$ cat src/rtl/ramp_adc_sequencer.sv
// ramp_adc_sequencer: single-slope ADC ramp controller with ascending round-robin channel scan.
// Define RAMP_ADC_AVG4_EN to average four back-to-back conversions per channel.
module ramp_adc_sequencer #(
  parameter int DAC_W      = 8,
  parameter int NUM_CH     = 4,
  parameter int CH_W       = $clog2(NUM_CH),
  parameter int SETTLE_CYC = 4
) (
  input  logic              clk,
  input  logic              reset,
  input  logic              start,
  input  logic [NUM_CH-1:0] ch_enable,
  input  logic              capture_en,
  input  logic              comparator_lvl,
  output logic [DAC_W-1:0]  dac_code,
  output logic              dac_load,
  output logic [CH_W-1:0]   ch_sel,
  output logic              busy,
  output logic              result_valid,
  output logic [DAC_W-1:0]  result_data,
  output logic [CH_W-1:0]   result_ch,
  output logic              overrange
);
  localparam int CNT_W = $clog2(SETTLE_CYC + 1);
  localparam logic [DAC_W-1:0] FS = '1;
  typedef enum logic [1:0] {IDLE, SELECT, STEP, EMIT} state_t;
  state_t            state;
  logic [NUM_CH-1:0] mask;
  logic [CNT_W-1:0]  cnt;
  logic [DAC_W-1:0]  res_q, conv_code, fin_res;
  logic              ovr_q, last, conv_done, conv_ovr, has_nxt, fin_emit, fin_ovr;
  logic [CH_W-1:0]   first_ch, nxt_ch;
`ifdef RAMP_ADC_AVG4_EN
  logic [DAC_W+1:0]  acc, sum;
  logic [1:0]        rep;
  logic              oacc;
`endif
  always_comb begin
    last      = cnt == CNT_W'(SETTLE_CYC - 1);
    conv_done = state == SELECT ? last && !comparator_lvl
                                : state == STEP && (capture_en || (last && dac_code == FS));
    conv_code = state == STEP ? dac_code : '0;
    conv_ovr  = state == STEP && !capture_en;
    first_ch  = '0;
    nxt_ch    = '0;
    has_nxt   = 1'b0;
    for (int i = NUM_CH - 1; i >= 0; i--) begin
      if (ch_enable[i]) first_ch = CH_W'(i);
      if (mask[i] && i > int'(ch_sel)) begin
        nxt_ch  = CH_W'(i);
        has_nxt = 1'b1;
      end
    end
`ifdef RAMP_ADC_AVG4_EN
    sum      = acc + (DAC_W + 2)'(conv_code);
    fin_emit = rep == 2'd3;
    fin_res  = sum[DAC_W+1:2];
    fin_ovr  = oacc | conv_ovr;
`else
    fin_emit = 1'b1;
    fin_res  = conv_code;
    fin_ovr  = conv_ovr;
`endif
  end
  always_ff @(posedge clk or negedge reset) begin
    if (!reset) begin
      state        <= IDLE;
      mask         <= '0;
      cnt          <= '0;
      res_q        <= '0;
      ovr_q        <= 1'b0;
      dac_code     <= '0;
      dac_load     <= 1'b0;
      ch_sel       <= '0;
      busy         <= 1'b0;
      result_valid <= 1'b0;
      result_data  <= '0;
      result_ch    <= '0;
      overrange    <= 1'b0;
`ifdef RAMP_ADC_AVG4_EN
      acc          <= '0;
      rep          <= '0;
      oacc         <= 1'b0;
`endif
    end else begin
      dac_load     <= 1'b0;
      result_valid <= 1'b0;
      case (state)
        IDLE: if (start && |ch_enable) begin
          mask     <= ch_enable;
          ch_sel   <= first_ch;
          busy     <= 1'b1;
          dac_code <= '0;
          dac_load <= 1'b1;
          cnt      <= '0;
          state    <= SELECT;
`ifdef RAMP_ADC_AVG4_EN
          acc      <= '0;
          rep      <= '0;
          oacc     <= 1'b0;
`endif
        end
        SELECT, STEP: begin
          if (conv_done) begin
            res_q <= fin_res;
            ovr_q <= fin_ovr;
`ifdef RAMP_ADC_AVG4_EN
            acc   <= sum;
            oacc  <= fin_ovr;
            rep   <= rep + 2'd1;
`endif
            if (fin_emit) state <= EMIT;
            else begin
              state    <= SELECT;
              dac_code <= '0;
              dac_load <= 1'b1;
              cnt      <= '0;
            end
          end else if (!last) cnt <= cnt + 1'b1;
          else begin
            state    <= STEP;
            dac_code <= state == SELECT ? DAC_W'(1) : dac_code + 1'b1;
            dac_load <= 1'b1;
            cnt      <= '0;
          end
        end
        EMIT: begin
          result_valid <= 1'b1;
          result_data  <= res_q;
          result_ch    <= ch_sel;
          overrange    <= ovr_q;
          dac_code     <= '0;
          dac_load     <= 1'b1;
          cnt          <= '0;
          ch_sel       <= has_nxt ? nxt_ch : ch_sel;
          state        <= has_nxt ? SELECT : IDLE;
          busy         <= has_nxt;
`ifdef RAMP_ADC_AVG4_EN
          acc          <= '0;
          rep          <= '0;
          oacc         <= 1'b0;
`endif
        end
        default: state <= IDLE;
      endcase
    end
  end
endmodule

$ cat config.mk
export PLATFORM = sky130hd
export DESIGN_NAME = ramp_adc_sequencer
export DESIGN_NICKNAME = d
export VERILOG_FILES = /design/src/rtl/ramp_adc_sequencer.sv
export SDC_FILE = /design/constraint.sdc
export NUM_CORES = 1
export LEC_CHECK = 0
export BUFFER_PORTS_ARGS = -buffer_cell sky130_fd_sc_hd__buf_2
export CORE_MARGIN = 2
export CORE_UTILIZATION = 52
export CTS_BUF_LIST = sky130_fd_sc_hd__clkbuf_4 sky130_fd_sc_hd__clkbuf_8
export DETAILED_ROUTE_END_ITERATION = 6
export PLACE_DENSITY_LB_ADDON = 0.12
export SLEW_MARGIN = 20
export SYNTH_ARGS = -nofsm -noshare
export SYNTH_HDL_FRONTEND = slang
export SYNTH_SLANG_ARGS = --single-unit
export TNS_END_PERCENT = 100
$ cat constraint.sdc
create_clock -name clk -period 4.6 [get_ports clk]
set_input_delay 0.23 -clock clk [delete_from_list [all_inputs] [get_ports clk]]
set_output_delay 0.23 -clock clk [all_outputs]
set_load 0.1 [all_outputs]
=== Word-level counts from Yosys, hierarchy flattened ===
Index checks and enable logic that the tools add are counted.

* Add/sub/neg operators: 2
* Order comparisons: 3
* Equal/unequal tests: 10
* Muxes and demuxes: 36
* Reductions and logical operators: 22

{| class="wikitable"
|+ Operator list
! operator !! count
|-
| 8-bit two-way mux || 5
|-
| 2-bit two-way mux || 12
|-
| 8-bit one-hot mux with 3 select lines || 1
|-
| 1-bit two-way mux || 10
|-
| 2-bit AND reduction || 5
|-
| 3-bit two-way mux || 3
|-
| 3-bit one-hot mux with 3 select lines || 1
|-
| 8-bit by 1-bit adder with 8-bit output (second input constant) || 1
|-
| 8-bit equality test (second input constant) || 1
|-
| 1-bit logical AND || 8
|-
| 2-bit != test (second input constant) || 4
|-
| 2-bit one-hot mux with 3 select lines || 1
|-
| 3-bit AND reduction || 2
|-
| 2-bit equality test (second input constant) || 2
|-
| 2-bit greater-than comparator (first input constant) || 2
|-
| 2-bit one-hot mux with 2 select lines || 1
|-
| 4-bit OR reduction || 1
|-
| 3-bit by 1-bit adder with 3-bit output (second input constant) || 1
|-
| 3-bit by 2-bit equality test with 1-bit output (second input constant) || 1
|-
| 3-bit != test (second input constant) || 1
|-
| 1-bit one-hot mux with 3 select lines || 1
|-
| 2-bit by 1-bit equality test with 1-bit output (second input constant) || 1
|-
| 1-bit by 2-bit greater-than comparator with 1-bit output (first input constant) || 1
|-
| 1-bit zero test || 2
|-
| 5 further kinds || 5
|}

* Bits in registers: 42
* Output and inout bits: 24
* Logic and storage cells: 86

=== Depth between registers and ports, before layout ===
Gate-level depths: netlist of the first run.

* Word-level depth: 7
* Depth in mapped cells: 9
* Depth with buffers taken out: 7

=== Worst setup path before layout of the first run ===
OpenSTA, ideal clock, no wires.

* Path kind: reg-to-reg
* From: register dac_code[1]
* To: register dac_code[0]
* Library setup time: 87 ps
* Arrival time: 2413 ps
* Data required time: 4513 ps
* Setup slack: 2100 ps
* Stages on the path, launching flop included: 7
* Path buffers: 0
* Path through: dfrtp_1 ha_1 nand3_2 nor4_4 nor4_4 and4b_1 a211oi_2

* Longest elaborated chain between the ends: 7

{| class="wikitable"
|+ RTL lines
! what !! line !! RTL
|-
| from (decl) || 15 || <nowiki>output logic [DAC_W-1:0] dac_code,</nowiki>
|-
| from (signal assigned) || 122 || <nowiki>dac_code <= state == SELECT ? DAC_W'(1) : dac_code + 1'b1;</nowiki>
|-
| 8-bit equality test || 41 || <nowiki>: state == STEP && (capture_en || (last && dac_code == FS));</nowiki>
|-
| 1-bit logical AND || 41 ||
|-
| 1-bit logical OR || 41 ||
|-
| 1-bit logical AND || 41 ||
|-
| 1-bit two-way mux || 40 || <nowiki>conv_done = state == SELECT ? last && !comparator_lvl</nowiki>
|-
| 2-bit != test (no source line) || -- ||
|-
| 3-bit AND reduction (no source line) || -- ||
|}

Every way passes these cells.
A chain may end at the register's enable or synchronous reset.

=== Worst setup path after layout of the first run ===
* From: register state[0]
* To: register dac_code[6]

* Longest elaborated chain between the ends: 5

{| class="wikitable"
|+ RTL lines
! what !! line !! RTL
|-
| from (decl) || 27 || <nowiki>state_t state;</nowiki>
|-
| from (signal assigned) || 136 || <nowiki>state <= has_nxt ? SELECT : IDLE;</nowiki>
|-
| 2-bit by 1-bit equality test with 1-bit output or 2-bit equality test (tied branches) || -- ||
|-
| 8-bit two-way mux or 1-bit logical AND (tied branches) || 122, 41 ||
|-
| 8-bit two-way mux or 1-bit two-way mux (tied branches) || 119, 40 ||
|-
| 8-bit two-way mux or 2-bit != test (tied branches) || -- ||
|-
| 8-bit one-hot mux with 3 select lines or 3-bit AND reduction (tied branches) || -- ||
|}

Parallel ways exist; a longest one is shown, timed or not. The select of a mux whose other input is x is not followed.

==> results.sh, run 1 <==
export IMPL_grt_total_usage_pct=20.4
export IMPL_drcViolationCount=0
export IMPL_place_hpwl_microns=3010
export IMPL_multi_input_area_sq_mm=0.00100
export IMPL_synth_fp_nets=221
export IMPL_drt_initial_drc_count=121
export IMPL_vias=1618
export IMPL_insertion_delay_ns=0.29
export IMPL_critPathSlowestCell="nor4_4"
export IMPL_post_route_util_pct=61.2
export IMPL_finalCritPeriodShare_pct=48.9
export IMPL_cp_max_fo=11
export IMPL_ioPinCount=33
export IMPL_period_needed_ns=2.25
export IMPL_clock_skew_ns=0.00865
export IMPL_initial_core_util_pct=52.9
export IMPL_required_ns=4.79
export IMPL_p_leak_nw=1.15
export IMPL_totalWireLength_microns=4280
export IMPL_synth_area_sq_mm=0.00209
export IMPL_viasPerCell=5.62
export IMPL_fp_dieW_microns=67.3
export IMPL_crit_path_frequent_cell="nor4_4"
export IMPL_rows=23
export IMPL_synth_fa_ha_area_share_pct=4.20
export IMPL_synthTopCellsByCount="41 x dfrtp_1, 28 x nand2_1, 20 x o21ai_0"
export IMPL_area_growth_pct=15.7
export IMPL_cp_end_kind="flip-flop"
export IMPL_synth_top_cell_area_share_pct=49.2
export IMPL_cts_root_buf="clkbuf_8"
export IMPL_final_seq_area_sq_mm=0.00103
export IMPL_p_total_mw=1.59
export IMPL_post_cts_buffers=0
export IMPL_tightest_slew_ns=0.928
export IMPL_critPathLaunchType="flip-flop"
export IMPL_h_tree_depth=2
export IMPL_clkSlewWorstSetupHoldPaths_ns=0.08
export IMPL_synth_xor_area_share_pct=0
export IMPL_synth_compound_area_share_pct=17.5
export IMPL_cp_arrival_ns=2.44
export IMPL_core_area_sq_mm=0.00394
export IMPL_async_flop_share_pct=100
export IMPL_crit_path_cell_trace="inv_1 > ha_1 > nand2_1 > nor4_4 > nor4_4 > nand3_2 > o31ai_1"
export IMPL_drive_gt1_share_pct=25.6
export IMPL_crit_buf_inv=1
export IMPL_ir_worst_vdd_mv=0.330
export IMPL_die_h_microns=67.3
export IMPL_hold_buffers=0
export IMPL_synth_edf_count=0
export IMPL_synth_ff_type="dfrtp_1"
export IMPL_ys_seq_elements=41
export IMPL_fmax_ghz=0.444
export IMPL_cellPowerDensity_mw_per_mm2=660
export IMPL_synthSimpleGateAreaFrac_pct=19.5
export IMPL_status="complete, no violations"
export IMPL_grt_pass1_wl_microns=6980
export IMPL_cpPeakStageDelay_ns=0.53
export IMPL_ys_seq_area_share_pct=49.2
export IMPL_clockBufferDepth=2
export IMPL_maxSlewViolCount=0
export IMPL_routedWlPerCell_microns=14.9
export IMPL_holdCritPathClass="input port to async pin"
export IMPL_grt_setup_unrepaired="no"
export IMPL_setup_tns_ns=0
export IMPL_synth_warning_count=0
export IMPL_crit_type="flip-flop to flip-flop"
export IMPL_gp_congestion=0.847
export IMPL_report_final_hold_viol_count=0
export IMPL_grt_pass1_vias=1454
export IMPL_muxShareOfSynthArea_pct=6.96
export IMPL_antenna_left=0
export IMPL_grt_max_degree=42
export IMPL_die_area_sq_mm=0.00453
export IMPL_cap_violations=0
export IMPL_first_pass_iters=4
export IMPL_synth_area_leaders="dfrtp_1 49%, mux2_2 6.5%, nand2_1 5.0%"
export IMPL_tritoncts="built"
export IMPL_antenna_cells=0
export IMPL_antenna_found_initial=0
export IMPL_numCtsBuffers=5
export IMPL_postSynthCellCount=205
export IMPL_setup_viol=0
export IMPL_fillers=350
export IMPL_relSlewSlack_pct=38.1
export IMPL_portBuffers=32
export IMPL_yosysMostFrequentCell="dfrtp_1"
export IMPL_ys_types=44
export IMPL_synth_top_family_by_area="simple AND/OR/NAND/NOR gates"
export IMPL_critical_path_top_delay_family="simple AND/OR/NAND/NOR gates"
export IMPL_cts_sinks=41
export IMPL_nets=253
export IMPL_synth_largest_area_cell="dfrtp_1"
export IMPL_cts_resized_gates=0
export IMPL_synth_avg_cell_area_sq_um=10.2
export IMPL_grt_overflow_total=0
-- metrics by stage --
step	hold slack (ns)	cell area, sq um	instances	worst slack (ns)
3_3_place_gp	0.402	2280	280	2.44
3_5_place_dp	0.416	2280	280	2.41
5_1_grt	0.140	2410	288	2.14
4_1_cts	0.0913	2410	288	2.35
6_report	0.0675	2410	288	2.35
2_1_floorplan	-0.0656	2090	205	2.10
-- final cells by class --
cell class,instances,area share (%)
Clock inverter,3,2.70
Sequential cell,41,42.5
Multi-Input combinational cell,150,41.6
Inverter,7,1.09
Tap cell,50,2.59
Clock buffer,5,2.85
Timing Repair Buffer,32,6.64
-- cell families (layout without fill, tap and decap cells) --
family	Yosys count	count (layout)
buf+inv	14	47
fa+ha+maj	7	7
simple gates	72	72
compound gates	58	58
mux	13	13
flops	41	41
-- worst register-to-register path, cell delays in order, from the launching register on --
cell     delay, ns
dfrtp_1       0.42
inv_1         0.11
ha_1          0.35
nand2_1       0.19
nor4_4        0.08
nor4_4        0.53
nand3_2       0.19
o31ai_1       0.28
-- report_power, final --
group          switching, mW  internal [mW]
combinational          0.560          0.194
sequential            0.0600          0.435
clock                  0.128          0.216
total                  0.748          0.845
-- registers in the layout, indices dropped and copies added, names as in the netlist --
register      flops
busy              1
dac_load          1
ch_sel            2
state             2
overrange         1
mask              3
ovr_q             1
result_valid      1
res_q             8
result_ch         2
dac_code          8
result_data       8
cnt               3
-- cells in the final DEF, fill, tap and decap left out, types with 2 or more instances in the layout --
cell | Yosys | final
and3_1 | 3 | 3
nand2b_1 | 3 | 3
o21ai_0 | 20 | 20
clkbuf_8 | 0 | 5
and4b_1 | 2 | 2
bufinv_16 | 0 | 2
o31ai_1 | 4 | 4
nand3_2 | 2 | 2
nand3_1 | 4 | 4
inv_1 | 7 | 7
or2_2 | 2 | 2
a21oi_1 | 9 | 9
dfrtp_1 | 41 | 41
a211oi_1 | 3 | 3
nor4_1 | 2 | 2
o21ai_1 | 3 | 3
nand4_1 | 3 | 3
o22ai_1 | 2 | 2
nor2b_1 | 2 | 2
nor2_1 | 11 | 11
nand2_1 | 28 | 28
mux2_2 | 12 | 12
o211ai_1 | 3 | 3
a31oi_1 | 3 | 3
buf_2 | 3 | 32
nor4_4 | 2 | 2
o31a_1 | 2 | 2
ha_1 | 7 | 7
nor3_1 | 2 | 2
-- routing by layer --
metal	vias to the layer above	part of all wire, %	GRT usage, %	wire length (microns)
li1	812	-	-	-
met1	761	50	29.0	2130
met2	40	46	31.7	1950
met3	5	3.3	3.50	141
met4	0	1.4	6.89	59
met5	-	0	0	0
-- path summary, 6_finish.rpt --
| check | from | to | slack [ns] | cells past startpoint |
|---|---|---|---|---|
| max in group asynchronous | reset | result_valid | 3.95 | 1 |
| min in group clk | ch_enable[1] | mask[1] | 0.21 | 3 |
| setup reg to reg | state[0] | dac_code[6] | 2.35 | 7 |
| hold / removal | reset | res_q[4] | 0.07 | 1 |
| setup / recovery | state[0] | dac_code[6] | 2.35 | 7 |
| hold reg to reg | res_q[4] | res_q[4] | 0.48 | 2 |
Note: power is estimated with default switching activity, not from simulation.
==> run 2: changes to the inputs <==
==> constraint.sdc (replaced) <==
create_clock -name clk -period 2.1 [get_ports clk]
set_input_delay 0.105 -clock clk [delete_from_list [all_inputs] [get_ports clk]]
set_output_delay 0.105 -clock clk [all_outputs]
set_load 0.1 [all_outputs]
==> results.sh, run 2 (synthesis gave the netlist of run 1 again) <==
export IMPL_rr_endpoint="dac_code[0]"
export IMPL_routedWlPerCell_microns=14.7
export IMPL_finalWorstSetupSlack_ns=0.103
export IMPL_grt_total_usage_pct=21.5
export IMPL_layout_commonest_cell="dfrtp_1"
export IMPL_portBuffers=32
export IMPL_crit_buf_inv=2
export IMPL_preCtsSetupSlack_ns=-0.0176
export IMPL_totalWireLength_microns=4410
export IMPL_gp_congestion=0.850
export IMPL_fp_dieW_microns=67.3
export IMPL_power_frac_seq_pct=31.9
export IMPL_holdCritPathClass="input port to flip-flop"
export IMPL_post_route_util_pct=63.6
export IMPL_finalCritPeriodShare_pct=95.1
export IMPL_cts_root_buf="clkbuf_8"
export IMPL_maxSlewViolCount=0
export IMPL_period_needed_ns=2.00
export IMPL_cellPowerDensity_mw_per_mm2=1360
export IMPL_crit_type="flip-flop to flip-flop"
export IMPL_p_sw_mw=1.69
export IMPL_required_ns=2.32
export IMPL_min_from="ch_enable[1]"
export IMPL_whs_endpoint="mask[1]"
export IMPL_area_growth_pct=20.3
export IMPL_antenna_left=0
export IMPL_ir_worst_vdd_mv=0.825
export IMPL_clock_skew_ns=0.00876
export IMPL_grt_pass1_vias=1493
export IMPL_initial_core_util_pct=52.9
export IMPL_place_hpwl_microns=3230
export IMPL_final_seq_area_sq_mm=0.00104
export IMPL_r2r_cells=8
export IMPL_critPathLaunchType="flip-flop"
export IMPL_combPwrFrac_pct=53.2
export IMPL_drive_gt1_share_pct=33.7
export IMPL_first_pass_iters=4
export IMPL_p_leak_nw=1.16
export IMPL_p_int_mw=1.72
export IMPL_antenna_found_initial=0
export IMPL_tritoncts="built"
export IMPL_relSlewSlack_pct=68.2
export IMPL_viasPerCell=5.60
export IMPL_die_area_sq_mm=0.00453
export IMPL_cap_violations=0
export IMPL_vias=1673
export IMPL_fillers=330
export IMPL_cp_arrival_ns=2.21
export IMPL_p_clk_share_pct=14.9
export IMPL_fmax_ghz=0.501
export IMPL_hold_depth=3
export IMPL_final_cell_mix="33 x dfrtp_1, 32 x buf_2, 28 x nand2_1"
export IMPL_ioPinCount=33
export IMPL_drcViolationCount=0
export IMPL_h_tree_depth=2
export IMPL_insertion_delay_ns=0.30
export IMPL_report_final_hold_viol_count=0
export IMPL_die_h_microns=67.3
export IMPL_reg_top3="dac_code (8), res_q (8), result_data (8)"
export IMPL_clockBufferDepth=2
export IMPL_drt_initial_drc_count=129
export IMPL_numCtsBuffers=5
export IMPL_critical_path_top_delay_family="simple AND/OR/NAND/NOR gates"
export IMPL_status="complete, no violations"
export IMPL_crit_path_cell_trace="inv_2 > ha_4 > nand4bb_2 > nor4_4 > buf_4 > nor4_2 > and4b_1 > a211oi_2"
export IMPL_antenna_cells=0
export IMPL_cp_max_fo=6
export IMPL_grt_overflow_total=0
export IMPL_cts_sinks=41
export IMPL_grt_pass1_wl_microns=7190
export IMPL_grt_max_degree=27
export IMPL_tightest_slew_ns=0.472
export IMPL_rr_startpoint="state[1]"
export IMPL_nets=264
export IMPL_clkSlewWorstSetupHoldPaths_ns=0.08
export IMPL_multi_input_area_sq_mm=0.00105
export IMPL_cpPeakStageDelay_ns=0.42
export IMPL_cp_end_kind="flip-flop"
export IMPL_netSwitchingFraction_pct=49.6
export IMPL_setup_viol=0
export IMPL_rows=23
export IMPL_core_area_sq_mm=0.00394
export IMPL_critPathSlowestCell="dfrtp_1"
export IMPL_r2r_setup_slack_ns=0.10
## run 2: cell types whose count changed in the layout (fill, tap and decap cells not counted), moves of 2 or more
cell	change
dfrtp_1	-8
bufinv_16	-2
dfrtp_2	+6
dfrtp_4	+2
a211oi_2	+2
a211oi_1	-2
buf_4	+9
## run 2: through the flow
stage               hold slack (ns)  setup TNS [ns]  area, sq um  total power, mW  instances
finish                       0.0842               0         2510             3.42        299
floorplan                    -0.191               0         2100             2.45        205
CTS                          0.0731               0         2450             3.35        297
detailed placement           0.0454         -0.0176         2340             2.83        287
global placement             0.0375               0         2340             2.82        287
global route                 0.0921         -0.0104         2510             3.64        299
## run 2: how the worst max path moves through the flow
stage	end	cells after the start	slack, ns	startpoint
after detailed placement	dac_code[7]	7	-0.02	state[1]
after global placement	state[0]	7	0.09	state[1]
final	dac_code[0]	8	0.10	state[1]
after floorplan	dac_code[0]	5	0.007	dac_code[7]
after CTS	state[0]	7	0.005	state[1]
after global routing	dac_code[6]	7	-0.01	state[0]
## run 2: final cells by class
class,count,share of cell area (%)
inverter,7,1.05
multi-input combinational,151,42.0
tap,50,2.49
sequential,41,41.5
timing repair buffer,42,9.48
clock inverter,3,0.698
clock buffer,5,2.74
## run 2: repair_timing
action / 4_1_cts / 5_1_grt
gates resized for setup: 0 / 9
hold endpoints to repair: 15 / 0
hold buffers: 1 / 0
setup endpoints to repair: 1 / 19
pin swaps: 1 / 2
cloned: 0 / 1
buffers inserted: 1 / 1
## run 2: routing by layer
layer	GRT usage, %	part of all wire, %	up-vias
met5	0	0	-
met2	32.7	47	31
met1	30.1	48	802
met4	7.65	1.3	0
met3	5.17	3.8	6
li1	-	-	834
## run 2: worst min-delay path, stage by stage
cell,delay [ns]
buf_2,0.12
nand2_1,0.05
o21ai_0,0.06
## run 2: power by group through the flow
stage	clock (mW)	sequential [mW]	combinational (mW)
6_report	0.508	1.09	1.82
5_1_grt	0.561	1.12	1.96
4_1_cts	0.524	1.09	1.74
3_5_place_dp	0	1.10	1.73
3_3_place_gp	0	1.10	1.72
2_1_floorplan	0	1.68	0.774
